## src/rtl/bin2bcd_seq_pkg.sv

```systemverilog
// Shared types and constants for the sequential binary-to-BCD converter.
package bin2bcd_seq_pkg;

  typedef enum logic {
    IDLE  = 1'b0,
    SHIFT = 1'b1
  } state_t;

  localparam int DIGIT_W     = 4;
  localparam int N_DIGITS    = 3;
  localparam int ADD3_THRESH = 5;

endpackage

```

## src/rtl/bin2bcd_seq_if.sv

```systemverilog
// Start/busy/done handshake plus result bus between the game FSM and the converter.
interface bin2bcd_seq_if #(
  parameter int IN_W = 8
) ();
  import bin2bcd_seq_pkg::*;

  logic               start;
  logic [IN_W-1:0]    bin_in;
  logic               busy;
  logic               done;
  logic [DIGIT_W-1:0] bcd_hundreds;
  logic [DIGIT_W-1:0] bcd_tens;
  logic [DIGIT_W-1:0] bcd_units;
  logic               ovf;

  modport master (
    output start, bin_in,
    input  busy, done, bcd_hundreds, bcd_tens, bcd_units, ovf
  );

  modport slave (
    input  start, bin_in,
    output busy, done, bcd_hundreds, bcd_tens, bcd_units, ovf
  );

endinterface

```

## src/rtl/bin2bcd_seq_add3.sv

```systemverilog
// Per-digit double-dabble correction: digits of 5 or more get +3 before the shift,
// so the shifted digit carries into the next decade. Max result is 12, fits 4 bits.
module bcd_add3_digit
  import bin2bcd_seq_pkg::*;
(
  input  logic [DIGIT_W-1:0] digit_in,
  output logic [DIGIT_W-1:0] digit_out
);

  // Conditional add-3 on a single BCD digit
  always_comb begin
    digit_out = digit_in;
    if (digit_in >= DIGIT_W'(ADD3_THRESH)) begin
      digit_out = digit_in + DIGIT_W'(3);
    end
  end

endmodule

```

## src/rtl/bin2bcd_seq.sv

```systemverilog
// Iterative shift-and-add-3 binary-to-BCD converter, one input bit per clock.
//
//   state | meaning
//   ------+-----------------------------------------------------------
//   IDLE  | waiting for start; results hold the last completed value
//   SHIFT | converting; one correction+shift per edge, IN_W edges total
module bin2bcd_seq
  import bin2bcd_seq_pkg::*;
#(
  parameter int IN_W = 8
) (
  input  logic         clk,
  input  logic         rst,
  bin2bcd_seq_if.slave bus
);

  localparam int SCR_W = DIGIT_W * N_DIGITS;
  localparam int CNT_W = $clog2(IN_W + 1);
  localparam int CAT_W = SCR_W + IN_W;

  state_t             state_q, state_d;
  logic [CNT_W-1:0]   cnt_q, cnt_d;
  logic [IN_W-1:0]    bin_q, bin_d;
  logic [SCR_W-1:0]   scr_q, scr_d;
  logic [SCR_W-1:0]   res_q, res_d;
  logic               ovf_q, ovf_d;
  logic               done_q, done_d;

  logic [SCR_W-1:0]   scr_adj;
  logic [CAT_W-1:0]   shifted;

  // Correction stage: one add-3 cell per BCD digit of the scratch register
  for (genvar g = 0; g < N_DIGITS; g++) begin : g_add3
    bcd_add3_digit u_add3 (
      .digit_in  (scr_q[g*DIGIT_W +: DIGIT_W]),
      .digit_out (scr_adj[g*DIGIT_W +: DIGIT_W])
    );
  end

  // Corrected scratch and remaining binary bits move left together
  assign shifted = {scr_adj, bin_q} << 1;

  // State, datapath and result registers
  always_ff @(posedge clk) begin
    if (rst) begin
      state_q <= IDLE;
      cnt_q   <= '0;
      bin_q   <= '0;
      scr_q   <= '0;
      res_q   <= '0;
      ovf_q   <= 1'b0;
      done_q  <= 1'b0;
    end else begin
      state_q <= state_d;
      cnt_q   <= cnt_d;
      bin_q   <= bin_d;
      scr_q   <= scr_d;
      res_q   <= res_d;
      ovf_q   <= ovf_d;
      done_q  <= done_d;
    end
  end

  // Next-state and datapath update; results only move on the final shift
  always_comb begin
    state_d = state_q;
    cnt_d   = cnt_q;
    bin_d   = bin_q;
    scr_d   = scr_q;
    res_d   = res_q;
    ovf_d   = ovf_q;
    done_d  = 1'b0;
    unique case (state_q)
      IDLE: begin
        if (bus.start) begin
          bin_d   = bus.bin_in;
          scr_d   = '0;
          cnt_d   = CNT_W'(IN_W);
          state_d = SHIFT;
        end
      end
      SHIFT: begin
        scr_d = shifted[CAT_W-1 -: SCR_W];
        bin_d = shifted[IN_W-1:0];
        cnt_d = cnt_q - CNT_W'(1);
        if (cnt_q == CNT_W'(1)) begin
          res_d   = shifted[CAT_W-1 -: SCR_W];
          ovf_d   = (shifted[CAT_W-1 -: DIGIT_W] != '0);
          done_d  = 1'b1;
          state_d = IDLE;
        end
      end
      default: state_d = IDLE;
    endcase
  end

  assign bus.busy         = (state_q == SHIFT);
  assign bus.done         = done_q;
  assign bus.bcd_hundreds = res_q[2*DIGIT_W +: DIGIT_W];
  assign bus.bcd_tens     = res_q[1*DIGIT_W +: DIGIT_W];
  assign bus.bcd_units    = res_q[0 +: DIGIT_W];
  assign bus.ovf          = ovf_q;

endmodule

```

## src/flat_wrapper.sv

```systemverilog
// flat-port wrapper written by rule: the top's interface ports become plain ports
module bin2bcd_seq_flat import bin2bcd_seq_pkg::*;
#(
  parameter int IN_W = 8
)
  (clk, rst, bus_start, bus_bin_in, bus_busy, bus_done, bus_bcd_hundreds, bus_bcd_tens, bus_bcd_units, bus_ovf);
  bin2bcd_seq_if #(.IN_W(IN_W)) bus_i ();
  input  logic clk;
  input  logic rst;
  input wire logic [$bits(bus_i.start)-1:0] bus_start;
  input wire logic [$bits(bus_i.bin_in)-1:0] bus_bin_in;
  output wire logic [$bits(bus_i.busy)-1:0] bus_busy;
  output wire logic [$bits(bus_i.done)-1:0] bus_done;
  output wire logic [$bits(bus_i.bcd_hundreds)-1:0] bus_bcd_hundreds;
  output wire logic [$bits(bus_i.bcd_tens)-1:0] bus_bcd_tens;
  output wire logic [$bits(bus_i.bcd_units)-1:0] bus_bcd_units;
  output wire logic [$bits(bus_i.ovf)-1:0] bus_ovf;
  assign bus_i.start = bus_start;
  assign bus_i.bin_in = bus_bin_in;
  assign bus_busy = bus_i.busy;
  assign bus_done = bus_i.done;
  assign bus_bcd_hundreds = bus_i.bcd_hundreds;
  assign bus_bcd_tens = bus_i.bcd_tens;
  assign bus_bcd_units = bus_i.bcd_units;
  assign bus_ovf = bus_i.ovf;
  bin2bcd_seq #(.IN_W(IN_W)) u_core (.clk(clk), .rst(rst), .bus(bus_i));
endmodule
```

## config.mk

```make
export PLATFORM = sky130hd
export DESIGN_NAME = bin2bcd_seq_flat
export DESIGN_NICKNAME = d
export VERILOG_FILES = /design/src/rtl/bin2bcd_seq_pkg.sv /design/src/rtl/bin2bcd_seq_if.sv /design/src/rtl/bin2bcd_seq_add3.sv /design/src/rtl/bin2bcd_seq.sv /design/src/flat_wrapper.sv
export SDC_FILE = /design/constraint.sdc
export NUM_CORES = 1
export LEC_CHECK = 0
export BUFFER_PORTS_ARGS = -buffer_cell sky130_fd_sc_hd__buf_4
export CAP_MARGIN = 20
export CORE_MARGIN = 10
export CORE_UTILIZATION = 56
export DETAILED_ROUTE_END_ITERATION = 10
export GPL_TIMING_DRIVEN = 0
export PLACE_DENSITY_LB_ADDON = 0.12
export SYNTH_ARGS = -nofsm -noshare
export SYNTH_HDL_FRONTEND = slang
export SYNTH_SLANG_ARGS = --single-unit
```

## constraint.sdc

```tcl
create_clock -name clk -period 1.9 [get_ports clk]
set_input_delay 0.095 -clock clk [delete_from_list [all_inputs] [get_ports clk]]
set_output_delay 0.095 -clock clk [all_outputs]
set_load 0.01 [all_outputs]
```

Yosys cells after proc, flatten, opt, wreduce, memory -nomap -nowiden:

Cells that the tools add are included.
W data, S select, Z words.

* register bits after elaboration: 39
* latch bits: 0
* memory bits (writable): 0
* bits in read-only memories: 0
* input port bits: 11
* memories: 0

* $add $sub $neg: 4
* $mul: 0
* divide/modulo/power cells: 0
* magnitude comparators: 3
* equality and inequality tests: 2
* shifts and indexed selects: 0
* mux-type cells: 13
* bitwise logic cells: 1
* reduce and logical (&&, ||, !) cells: 3

Operators by type and width (count)
* $pmux W12 S2: 1
* $pmux W8 S2: 1
* $ge A4 B3 Y1 const B: 3
* $mux W12: 1
* $mux W4: 3
* $add A4 B2 Y4 const B: 2
* $mux W8: 1
* $pmux W4 S2: 1
* $eq A4 B1 Y1 const B: 1
* $reduce_bool A4 Y1: 1
* $sub A4 B1 Y4 const B: 1
* $add A3 B2 Y3 const B: 1
* $mux W1: 3
* $mux W3: 1
* $ne A2 B2 Y1 const B: 1
* $pmux W1 S2: 1
* $reduce_and A2 Y1: 1
* $reduce_or A2 Y1: 1
* $not A1 Y1: 1

Longest topological paths before layout:

* depth in word-level cells: 3
* depth in mapped cells: 7
* gate-level depth less buffers: 6

Modules after synthesis:

Synthesis repeated with hierarchy kept, for this count alone.

* cells, all modules: 221
* area total of the unflattened synthesis: 1930.6 sq um

Modules (own cells, without submodules)
* bin2bcd_seq: times used 1, cells an instance 173, area each 1626.6 sq um
* bcd_add3_digit: times used 3, cells an instance 16, area each 101.3 sq um

Least setup slack after synthesis:

Ideal clock, no wire load.

* path kind: flip-flop to flip-flop
* start point: reg u_core.scr_q[9]
* end point: reg u_core.scr_q[10]
* setup time: 74 ps
* data arrival time: 1362 ps
* data required time: 1826 ps
* setup slack: 464 ps
* cell stages (with the launch flop): 7
* buffers on the path: 0
* period minus slack after synthesis: 1436 ps
* cell sequence: dfxtp_1 -> inv_1 -> ha_1 -> nand2b_1 -> a21oi_2 -> mux2_2 -> o21ai_0

* longest elaborated chain between the ends: 3
* elaborated cells between the ends (all ways): 4
* classes of those cells: 1 x add/sub; 1 x order compare; 2 x mux

RTL lines
* start: declaration: line bin2bcd_seq.sv:24 `logic [SCR_W-1:0] scr_q, scr_d;`
* start signal: assignment: line bin2bcd_seq.sv:57 `scr_q <= scr_d;`
* $ge A4 B3 Y1 or $add A3 B2 Y3 (tied branches): line bin2bcd_seq_add3.sv:13, bin2bcd_seq_add3.sv:14
* $mux W3 (*): line bin2bcd_seq_add3.sv:13 `if (digit_in >= DIGIT_W'(ADD3_THRESH)) begin`
* $pmux W12 S2 (*): line bin2bcd_seq.sv:73 `unique case (state_q)`

Mark *: on every way between the ends. The rest lies on a longest branch, timed or not.
A chain may end at the register's enable or synchronous reset.

Worst setup path in the final report:

* start point: reg u_core.scr_q[8]
* end point: reg u_core.scr_q[10]

The elaborated chain is that of the path after synthesis.

==> results_dict.tcl <==
set metrics [dict create \
    status "complete, no violations" \
    rows 21 \
    grt_pass1_wl_microns 7260 \
    ff2ff_setup_slack_ns 0.30 \
    postCtsSetupRepairBufs 0 \
    ys_types 34 \
    cts.path.max_buffers 2 \
    p_sw_w 0.000383 \
    power_frac_seq_pct 50.2 \
    firstDrtPassIters 4 \
    cellInternalPower_w 0.00133 \
    peakVddDrop_v 0.000591 \
    hold_path_startpoint "bus_bin_in[0]" \
    cp.required_ns 2.19 \
    drive_gt1_share_pct 23.2 \
    drt-vias-per-instance 5.49 \
    ys.flop_type "dfxtp_1" \
    wl_per_cell_microns 14.9 \
    ctsResizeCount 0 \
    fmax_mhz 625 \
    diodes 0 \
    period_share_pct 84.2 \
    p_clk_share_pct 39.5 \
    clock_latency_ns 0.35 \
    tightest_slew_ns 0.434 \
    synth_area_sq_mm 0.00189 \
    reg2regPathDepth 6 \
    synth_edf_count 0 \
    dp.cells 279 \
    grt_pass1_vias 1594 \
    totalWireLength_microns 4280 \
    final_cells 287 \
    synth_top_area_share_pct 41.4 \
    regToRegStartpoint "u_core.scr_q[8]$_SDFFE_PP0P_" \
    worst_setup_path_start_kind "flip-flop" \
    slowest_delay_ns 0.38 \
    relSlewSlack_pct 71.0 \
    hold_buffers 0 \
    h-tree-depth 2 \
    grt_use_total_pct 14.5 \
    areaGrowthSynthToFinish_pct 18.0 \
    min_delay_worst_endpoint "u_core.bin_q[0]$_SDFFE_PP0P_" \
    syn_avg_cell_area_sq_um 9.02 \
    async_flop_share_pct 0 \
    ant_nets 0 \
    port_buffers 24 \
    die_h_microns 78.0 \
    drt_iter0_drc 159 \
    hp-class "primary input to flip-flop" \
    worstPathMaxFanout 4 \
    finClkSkew_ns 0.0130 \
    start_util_pct 57.4 \
    final_common_cell "dfxtp_1" \
    hold_viol 0 \
    dpl.hpwl_microns 3110 \
    combPwrFrac_pct 10.3 \
    finalSetupViolations 0 \
    ios 26 \
    swShare_pct 22.3 \
    die_area_sq_mm 0.00609 \
    slew_viol_final 0 \
    p_per_area_mw_per_mm2 772 \
    grt_max_degree 13 \
    p_leak_nw 0.902 \
    overflow 0 \
    cts_tree "built" \
    yosysWarnings 0 \
    reg2reg_to "u_core.scr_q[10]$_SDFFE_PP0P_" \
    synth_nets 228 \
    synthTopCellsByArea "dfxtp_1 41%, nor2_1 6.6%, mux2i_1 5.8%" \
    slowest_stage "mux2_2" \
    nets 259 \
    cts_sinks 39 \
    clk_pin_slew_ns 0.12 \
    synth_area_leader_cell "dfxtp_1" \
    timing.setup.tns_ns 0 \
    place.gp.congestion 0.869 \
    cts_buffers 5 \
    ys_seq_elements 39 \
    fp.dieW_microns 78.0 \
    rsz0062_at_grt "no" \
    cp-end-kind "flip-flop" \
    min_period_ns 1.60 \
    cp_cell_sequence "inv_1, ha_1, nand2b_1, a21oi_2, mux2_2, o21ai_0" \
    crit_arrival_ns 1.89 \
    antenna_found_initial 0 \
    vias 1576 \
    maxCapViolCount 0 \
    crit_type "flip-flop to flip-flop" \
    min_path_cells 3 \
    root_buffer "clkbuf_4" \
    synthCells 209 \
    coreArea_sq_mm 0.00328 \
    ys_seq_area_share_pct 41.4 \
    layout_common_cells "39 x dfxtp_1, 33 x nor2_1, 24 x buf_4, 14 x a21oi_1, 12 x nand2b_1" \
    drc 0 \
]
-- critical path, delay by kind of cell, from the launching register on --
| family | cells | cell delay (ns) |
|---|---|---|
| AND/OR/NAND/NOR | 1 | 0.09 |
| AO/OA/AOI/OAI | 2 | 0.38 |
| multiplexers | 1 | 0.38 |
| flip-flops | 1 | 0.35 |
| buffers and inverters | 1 | 0.13 |
| adder cells (fa/ha/maj) | 1 | 0.21 |
-- cells by family (layout without fill, tap and decap cells) --
| logic type | count (synthesis) | after routing | share of synthesized area, % |
|---|---|---|---|
| and+or+nand+nor | 81 | 81 | 22.6 |
| AOI/OAI and AO/OA | 43 | 43 | 15.0 |
| DFF | 39 | 39 | 41.4 |
| buffers and inverters | 20 | 52 | 5.64 |
| muxes | 15 | 15 | 8.63 |
| adders and majority gates | 8 | 8 | 5.31 |
| xor gates and xnor gates | 3 | 3 | 1.39 |
-- worst max path at each step --
stage,startpoint,to,slack [ns],depth (start not counted)
finish,u_core.scr_q[8]$_SDFFE_PP0P_,u_core.scr_q[10]$_SDFFE_PP0P_,0.30,6
detailed placement,u_core.scr_q[0]$_SDFFE_PP0P_,u_core.scr_q[2]$_SDFFE_PP0P_,0.33,6
global placement,u_core.scr_q[9]$_SDFFE_PP0P_,u_core.scr_q[10]$_SDFFE_PP0P_,0.39,6
floorplan,u_core.scr_q[9]$_SDFFE_PP0P_,u_core.scr_q[10]$_SDFFE_PP0P_,0.46,6
CTS,u_core.scr_q[0]$_SDFFE_PP0P_,u_core.scr_q[2]$_SDFFE_PP0P_,0.30,6
global route,u_core.scr_q[4]$_SDFFE_PP0P_,u_core.res_q[6]$_SDFFE_PP0P_,0.16,6
-- power by group through the flow --
stage          combinational, W  clock [W]  sequential (W)
2_1_floorplan          0.000116          0        0.000878
3_3_place_gp           0.000168          0        0.000878
3_5_place_dp           0.000176          0        0.000880
4_1_cts                0.000179   0.000688        0.000861
5_1_grt                0.000196   0.000722        0.000865
6_report               0.000178   0.000678        0.000861
-- flip-flops by register name (all words and copies together) (netlist names) --
signal           flops
u_core.scr_q        12
u_core.bus.busy      1
u_core.bin_q         8
u_core.cnt_q         4
u_core.bus.ovf       1
u_core.res_q        12
u_core.bus.done      1
-- final cells by class --
cell class / instances / area [sq um]
fillers: 273 / 1060
multi-input cells: 150 / 998
flip-flops and latches: 39 / 781
repair buffers: 24 / 180
plain buffers: 11 / 72.6
clock inverters: 2 / 60.1
well taps: 46 / 57.6
clock buffers: 6 / 41.3
inverters: 9 / 33.8
-- Yosys cell counts, types with 3 or more instances --
cell and instances:
nor3b_1 4, dfxtp_1 39, o21ai_0 10, buf_2 7
nor3_1 6, xnor2_1 3, o22ai_1 6, o21ai_1 3
nand3b_1 7, a311oi_2 3, nand2b_1 12, a21oi_2 3
inv_1 9, a21oi_1 14, mux2i_1 11, nor2_1 33
nand3_1 3, buf_6 3, nand2_1 7, ha_1 8
-- layer usage --
metal | routed length [microns] | vias up | part of all wire (%) | global-route usage [%]
li1 | - | 781 | - | -
met1 | 1780 | 749 | 42 | 16.0
met2 | 2160 | 41 | 50 | 25.1
met3 | 291 | 5 | 6.8 | 5.47
met4 | 50 | 0 | 1.2 | 4.66
met5 | 0 | - | 0 | 0
-- through the flow --
stage / util, % / cell area (sq um) / worst slack, ns / total power, W / hold slack [ns]
global placement: 64.6 / 2120 / 0.386 / 0.00105 / 0.394
detailed placement: 64.6 / 2120 / 0.331 / 0.00106 / 0.403
CTS: 67.7 / 2220 / 0.299 / 0.00173 / 0.0459
finish: 67.7 / 2220 / 0.300 / 0.00172 / 0.0446
floorplan: - / 1890 / 0.464 / 0.000994 / 0.287
global route: 67.7 / 2220 / 0.159 / 0.00178 / 0.0615
No activity file was read; power rests on OpenSTA's default activity.
